`config.mk`:
```
export PLATFORM = sky130hd
export DESIGN_NAME = elevator_call_scheduler_flat
export DESIGN_NICKNAME = d
export VERILOG_FILES = /design/src/rtl/elevator_call_scheduler_if.sv /design/src/rtl/elevator_call_scheduler.sv /design/src/flat_wrapper.sv
export SDC_FILE = /design/constraint.sdc
export NUM_CORES = 1
export LEC_CHECK = 0
export ABC_AREA = 0
export CAP_MARGIN = 20
export CORE_MARGIN = 5
export CORE_UTILIZATION = 55
export DETAILED_ROUTE_END_ITERATION = 8
export HOLD_SLACK_MARGIN = 0.1
export MAX_ROUTING_LAYER = met4
export PLACE_DENSITY_LB_ADDON = 0.08
export SLEW_MARGIN = 40
export SYNTH_ARGS = -nofsm -noshare
export SYNTH_HDL_FRONTEND = slang
export SYNTH_SLANG_ARGS = --single-unit
export TNS_END_PERCENT = 1
```
`constraint.sdc`:
```
create_clock -name clk -period 3 [get_ports clk]
set_input_delay 0.6 -clock clk [delete_from_list [all_inputs] [get_ports clk]]
set_output_delay 0.6 -clock clk [all_outputs]
set_load 0.03 [all_outputs]
```
`src/rtl/elevator_call_scheduler_if.sv`:
```
// Signal bundle between the call scheduler and the 4-floor car datapath.
// The scheduler takes the master side; the car/call-panel side uses slave.
interface elevator_call_scheduler_if;
  logic [3:0] call_req;
  logic [3:0] cur_floor;
  logic [3:0] tgt_floor;
  logic       door_open;
  logic       dir_up;
  logic       dir_dn;
  logic [3:0] pending;
  logic       fault;

  modport master (
    input  call_req,
    input  cur_floor,
    output tgt_floor,
    output door_open,
    output dir_up,
    output dir_dn,
    output pending,
    output fault
  );

  modport slave (
    output call_req,
    output cur_floor,
    input  tgt_floor,
    input  door_open,
    input  dir_up,
    input  dir_dn,
    input  pending,
    input  fault
  );
endinterface

```
`src/rtl/elevator_call_scheduler.sv`:
```
// SCAN-order call scheduler and door dwell sequencer for a 4-floor car.
// Latches calls, requests the next floor one-hot and times the door at each stop.
module elevator_call_scheduler #(
  parameter int DOOR_CYCLES = 8,
  parameter int TMR_W       = 4
) (
  input logic                       clk,
  input logic                       rst,
  elevator_call_scheduler_if.master bus
);

  localparam logic [TMR_W-1:0] DWELL_LOAD = TMR_W'(DOOR_CYCLES - 1);

  typedef enum logic [1:0] {
    IDLE      = 2'd0,
    MOVE_UP   = 2'd1,
    MOVE_DN   = 2'd2,
    DOOR_OPEN = 2'd3
  } state_t;

  state_t           state_reg;
  logic [3:0]       pending_reg;
  logic [3:0]       tgt_floor_reg;
  logic             door_open_reg;
  logic             dir_up_reg;
  logic             dir_dn_reg;
  logic             last_up_reg;
  logic [TMR_W-1:0] timer_reg;

  logic [3:0] above_mask;
  logic [3:0] below_mask;
  logic [3:0] here;
  logic [3:0] above;
  logic [3:0] below;
  logic [3:0] merged;
  logic [3:0] up_tgt;
  logic [3:0] dn_tgt;
  logic       fault_w;
  logic       reload;
  logic       keep_dwell;
  logic       go_up;
  logic       go_dn;

  function automatic logic [3:0] highest_bit(input logic [3:0] v);
    logic [3:0] r;
    r = 4'b0000;
    for (int i = 0; i < 4; i++) begin
      if (v[i]) r = 4'(1 << i);
    end
    return r;
  endfunction

  // Floor gi is above the car when the car's bit sits strictly below gi, and vice versa.
  genvar gi;
  generate
    for (gi = 0; gi < 4; gi++) begin : g_floor_mask
      localparam logic [3:0] BIT_GI = 4'(1 << gi);
      localparam logic [3:0] LOWER  = BIT_GI - 4'd1;
      localparam logic [3:0] UPPER  = ~(LOWER | BIT_GI);
      assign above_mask[gi] = |(bus.cur_floor & LOWER);
      assign below_mask[gi] = |(bus.cur_floor & UPPER);
    end
  endgenerate

  assign fault_w = (bus.cur_floor == 4'd0) ||
                   ((bus.cur_floor & (bus.cur_floor - 4'd1)) != 4'd0);

  assign here   = pending_reg & bus.cur_floor;
  assign above  = pending_reg & above_mask;
  assign below  = pending_reg & below_mask;
  assign merged = pending_reg | bus.call_req;
  assign up_tgt = above & (~above + 4'd1);
  assign dn_tgt = highest_bit(below);

  // Keep the last travel direction while calls remain that way, else reverse.
  assign go_up = last_up_reg ? (above != 4'd0) : ((above != 4'd0) && (below == 4'd0));
  assign go_dn = last_up_reg ? ((above == 4'd0) && (below != 4'd0)) : (below != 4'd0);

  assign reload     = |(bus.call_req & bus.cur_floor);
  assign keep_dwell = (state_reg == DOOR_OPEN) && (reload || (timer_reg != '0));

  always_ff @(posedge clk or posedge rst) begin
    if (rst) begin
      state_reg     <= IDLE;
      pending_reg   <= 4'b0000;
      tgt_floor_reg <= 4'b0001;
      door_open_reg <= 1'b0;
      dir_up_reg    <= 1'b0;
      dir_dn_reg    <= 1'b0;
      last_up_reg   <= 1'b1;
      timer_reg     <= '0;
    end else if (!fault_w) begin
      pending_reg <= merged;
      if (keep_dwell) begin
        pending_reg <= merged & ~bus.cur_floor;
        timer_reg   <= reload ? DWELL_LOAD : timer_reg - TMR_W'(1);
      end else if (here != 4'd0) begin
        state_reg     <= DOOR_OPEN;
        pending_reg   <= merged & ~bus.cur_floor;
        timer_reg     <= DWELL_LOAD;
        tgt_floor_reg <= bus.cur_floor;
        door_open_reg <= 1'b1;
        dir_up_reg    <= 1'b0;
        dir_dn_reg    <= 1'b0;
      end else if (go_up) begin
        state_reg     <= MOVE_UP;
        last_up_reg   <= 1'b1;
        tgt_floor_reg <= up_tgt;
        door_open_reg <= 1'b0;
        dir_up_reg    <= 1'b1;
        dir_dn_reg    <= 1'b0;
      end else if (go_dn) begin
        state_reg     <= MOVE_DN;
        last_up_reg   <= 1'b0;
        tgt_floor_reg <= dn_tgt;
        door_open_reg <= 1'b0;
        dir_up_reg    <= 1'b0;
        dir_dn_reg    <= 1'b1;
      end else begin
        state_reg     <= IDLE;
        tgt_floor_reg <= bus.cur_floor;
        door_open_reg <= 1'b0;
        dir_up_reg    <= 1'b0;
        dir_dn_reg    <= 1'b0;
      end
    end
  end

  assign bus.tgt_floor = tgt_floor_reg;
  assign bus.door_open = door_open_reg;
  assign bus.dir_up    = dir_up_reg;
  assign bus.dir_dn    = dir_dn_reg;
  assign bus.pending   = pending_reg;
  assign bus.fault     = fault_w;

endmodule

```
`src/flat_wrapper.sv`:
```
// flat-port wrapper written by rule: the top's interface ports become plain ports
module elevator_call_scheduler_flat 
#(
  parameter int DOOR_CYCLES = 8,
  parameter int TMR_W       = 4
)
  (clk, rst, bus_call_req, bus_cur_floor, bus_tgt_floor, bus_door_open, bus_dir_up, bus_dir_dn, bus_pending, bus_fault);
  elevator_call_scheduler_if bus_i ();
  input logic clk;
  input logic rst;
  input wire logic [$bits(bus_i.call_req)-1:0] bus_call_req;
  input wire logic [$bits(bus_i.cur_floor)-1:0] bus_cur_floor;
  output wire logic [$bits(bus_i.tgt_floor)-1:0] bus_tgt_floor;
  output wire logic [$bits(bus_i.door_open)-1:0] bus_door_open;
  output wire logic [$bits(bus_i.dir_up)-1:0] bus_dir_up;
  output wire logic [$bits(bus_i.dir_dn)-1:0] bus_dir_dn;
  output wire logic [$bits(bus_i.pending)-1:0] bus_pending;
  output wire logic [$bits(bus_i.fault)-1:0] bus_fault;
  assign bus_i.call_req = bus_call_req;
  assign bus_i.cur_floor = bus_cur_floor;
  assign bus_tgt_floor = bus_i.tgt_floor;
  assign bus_door_open = bus_i.door_open;
  assign bus_dir_up = bus_i.dir_up;
  assign bus_dir_dn = bus_i.dir_dn;
  assign bus_pending = bus_i.pending;
  assign bus_fault = bus_i.fault;
  elevator_call_scheduler #(.DOOR_CYCLES(DOOR_CYCLES), .TMR_W(TMR_W)) u_core (.clk(clk), .rst(rst), .bus(bus_i));
endmodule
```
==> flow_metrics.env <==
export IMPL_design_area_um2=1470
export IMPL_synth_seq_cells=18
export IMPL_antenna_found_initial=0
export IMPL_tightest_slew_ns=0.702
export IMPL_clkSlewWorstSetupHoldPaths_ns=0.10
export IMPL_r2r_start="u_core.timer_reg[0]$_DFFE_PP0P_"
export IMPL_overflow=0
export IMPL_syn_area_per_cell_um2=9.09
export IMPL_drive_gt1_share_pct=16.6
export IMPL_wirelength_um=3000
export IMPL_synth_top_area_share_pct=32.9
export IMPL_grt_usage_pct=20.2
export IMPL_fmax_mhz=370
export IMPL_cts_setup_buffers=0
export IMPL_hold_slack_ns=0.513
export IMPL_cp_required_ns=2.40
export IMPL_cts_resized_gates=0
export IMPL_hold_viol=0
export IMPL_cts_root_buf="clkbuf_4"
export IMPL_fin_skew_ns=0.00570
export IMPL_setup_viol=0
export IMPL_rsz0062_at_grt="false"
export IMPL_max_cap_violations=0
export IMPL_synthCells=134
export IMPL_timing_final_ws_setup_ns=0.298
export IMPL_worstSkewPairLatency_ns=0.30
export IMPL_initial_core_util_pct=56.2
export IMPL_rr_endpoint="u_core.timer_reg[2]$_DFFE_PP0P_"
export IMPL_routed_via_count=1145
export IMPL_seq_area_frac_synth_pct=37.2
export IMPL_relSlewSlack_pct=53.1
export IMPL_cellPowerDensity_nw_per_um2=717
export IMPL_startpoint_type="primary input"
export IMPL_arrival_ns=2.10
export IMPL_die_y_um=57.1
export IMPL_syn2layout_area_growth_pct=20.9
export IMPL_grt_max_degree=19
export IMPL_place_hpwl_um=2230
export IMPL_synth_async_reset_ratio_pct=100
export IMPL_place_area_um2=1440
export IMPL_clock_path_buffers=2
export IMPL_synth_top_cells_by_count="dfrtp_1 (16), nor2_1 (15), a21oi_1 (11), o21ai_0 (9), nand2_1 (8)"
export IMPL_gp_congestion=0.809
export IMPL_ys_warn_count=0
export IMPL_status="complete, no violations"
export IMPL_crit_path_start="bus_cur_floor[1]"
export IMPL_avgRoutedWirePerCell_um=16.2
export IMPL_drv_slew=0
export IMPL_cts_sinks=18
export IMPL_yosysTopAreaCell="dfrtp_1"
export IMPL_leakage_nw=0.602
export IMPL_cts_made_buffers=3
export IMPL_io_buffers=21
export IMPL_endpoint="bus_fault"
export IMPL_ant_nets=0
export IMPL_final_util_pct=67.9
export IMPL_synthFlopType="dfrtp_1"
export IMPL_dieArea_um2=3260
export IMPL_hp_class="reg -> reg"
export IMPL_dpl_worst_slack_ns=0.332
export IMPL_worst_setup_path_type="in -> out"
export IMPL_power_mw=1.06
export IMPL_synth_area_top_cells="dfrtp_1 (33%), nor2_1 (4.6%), a21oi_1 (4.5%), dfstp_2 (4.3%), a41oi_2 (4.0%)"
export IMPL_grt_pass1_vias=1138
export IMPL_netlist_area_um2=1220
export IMPL_crit_fanout=11
export IMPL_htree_num_levels=1
export IMPL_ff2ff_path_depth=7
export IMPL_syn_nets=146
export IMPL_dieWidth_um=57.1
export IMPL_dr_pass1_iters=4
export IMPL_stdcell_count=185
export IMPL_vdd_drop_max_mv=0.583
export IMPL_post_route_min_period_ns=2.70
export IMPL_antenna_cells=0
export IMPL_synth_edf_count=0
export IMPL_io_pins=22
export IMPL_cts_hold_buf=0
export IMPL_rrSetupSlack_ns=1.23
export IMPL_yosys_cell_count_top_type="dfrtp_1"
export IMPL_core_um2=2170
export IMPL_end_kind="output pin"
export IMPL_via_per_inst=6.19
export IMPL_ys_types=42
export IMPL_drtIter0Drc=50
export IMPL_cts_tree="built"
export IMPL_tns_ns=0
export IMPL_grt_first_pass_wirelength_um=5180
export IMPL_rows=17
export IMPL_nets=170
export IMPL_drc=0
export IMPL_dp_cells=181
export IMPL_finalCritPeriodShare_pct=90.1
## critical path, stage by stage
cell and delay (ns):
clkdlybuf4s50_1 0.58, nor4b_1 0.24, a211o_1 0.31, inv_2 0.17, buf_4 0.20
## cells in the final DEF (no fill, tap or decap), drive strengths merged
| master | Yosys | final |
|---|---|---|
| clkdlybuf4s50 | 0 | 20 |
| dfrtp | 16 | 16 |
| nor2 | 16 | 16 |
| o21ai | 12 | 12 |
| a21oi | 11 | 11 |
| nand2 | 8 | 8 |
| buf | 8 | 8 |
| inv | 7 | 7 |
| a211o | 5 | 5 |
| a31oi | 5 | 5 |
| nand3 | 5 | 5 |
| a22oi | 4 | 4 |
| clkbuf | 1 | 4 |
| a41oi | 3 | 3 |
| nand4 | 3 | 3 |
| nor4b | 3 | 3 |
| o21a | 3 | 3 |
| and2 | 3 | 3 |
| nand4b | 2 | 2 |
| and3 | 2 | 2 |
| mux2i | 2 | 2 |
| ha | 2 | 2 |
| dfstp | 2 | 2 |
| o31ai | 2 | 2 |
| or3b | 1 | 1 |
| xor2 | 1 | 1 |
| o221ai | 1 | 1 |
| or3 | 1 | 1 |
| nand2b | 1 | 1 |
| o41ai | 1 | 1 |
| nor3 | 1 | 1 |
| nor2b | 1 | 1 |
| a2bb2oi | 1 | 1 |
## metal layers
metal	track usage [%]	part of all wire [%]
met5	-	0
met4	9.60	1.3
met3	3.62	4.2
met2	30.8	48
met1	25.8	46
## kinds of logic (layout without fill, tap and decap cells)
| kind of cell | Yosys count | in the layout | share of synthesized area [%] |
|---|---|---|---|
| AOI/OAI and AO/OA | 48 | 48 | 28.9 |
| and+or+nand+nor | 47 | 47 | 21.2 |
| DFF | 18 | 18 | 37.2 |
| buffers and inverters | 16 | 39 | 8.42 |
| adders and majority gates | 2 | 2 | 2.05 |
| muxes | 2 | 2 | 1.64 |
| xor gates and xnor gates | 1 | 1 | 0.719 |
## layout make-up
class	instances	area [um^2]
repair buffers	28	260
well taps	28	35.0
inverters	7	26.3
clock buffers	4	36.3
fillers	193	696
multi-input cells	100	663
flip-flops and latches	18	453
## report_power, final
part	internal, mW	switching (mW)
Sequential	0.318	0.0680
Clock	0.0740	0.0779
Combinational	0.219	0.301
## worst min path at each step
stage	start	to	slack (ns)	cells after the start
after CTS	u_core.bus.dir_up$_DFFE_PP0P_	u_core.bus.dir_up$_DFFE_PP0P_	0.52	2
after global placement	u_core.bus.dir_dn$_DFFE_PP0P_	u_core.bus.dir_dn$_DFFE_PP0P_	0.50	2
final	u_core.bus.dir_up$_DFFE_PP0P_	u_core.bus.dir_up$_DFFE_PP0P_	0.51	2
after global routing	u_core.bus.tgt_floor[0]$_DFFE_PP1P_	u_core.bus.tgt_floor[0]$_DFFE_PP1P_	0.56	2
after floorplan	u_core.timer_reg[0]$_DFFE_PP0P_	u_core.timer_reg[0]$_DFFE_PP0P_	0.49	1
after detailed placement	u_core.bus.dir_up$_DFFE_PP0P_	u_core.bus.dir_up$_DFFE_PP0P_	0.50	2
Power figures use the tool's default switching activity.
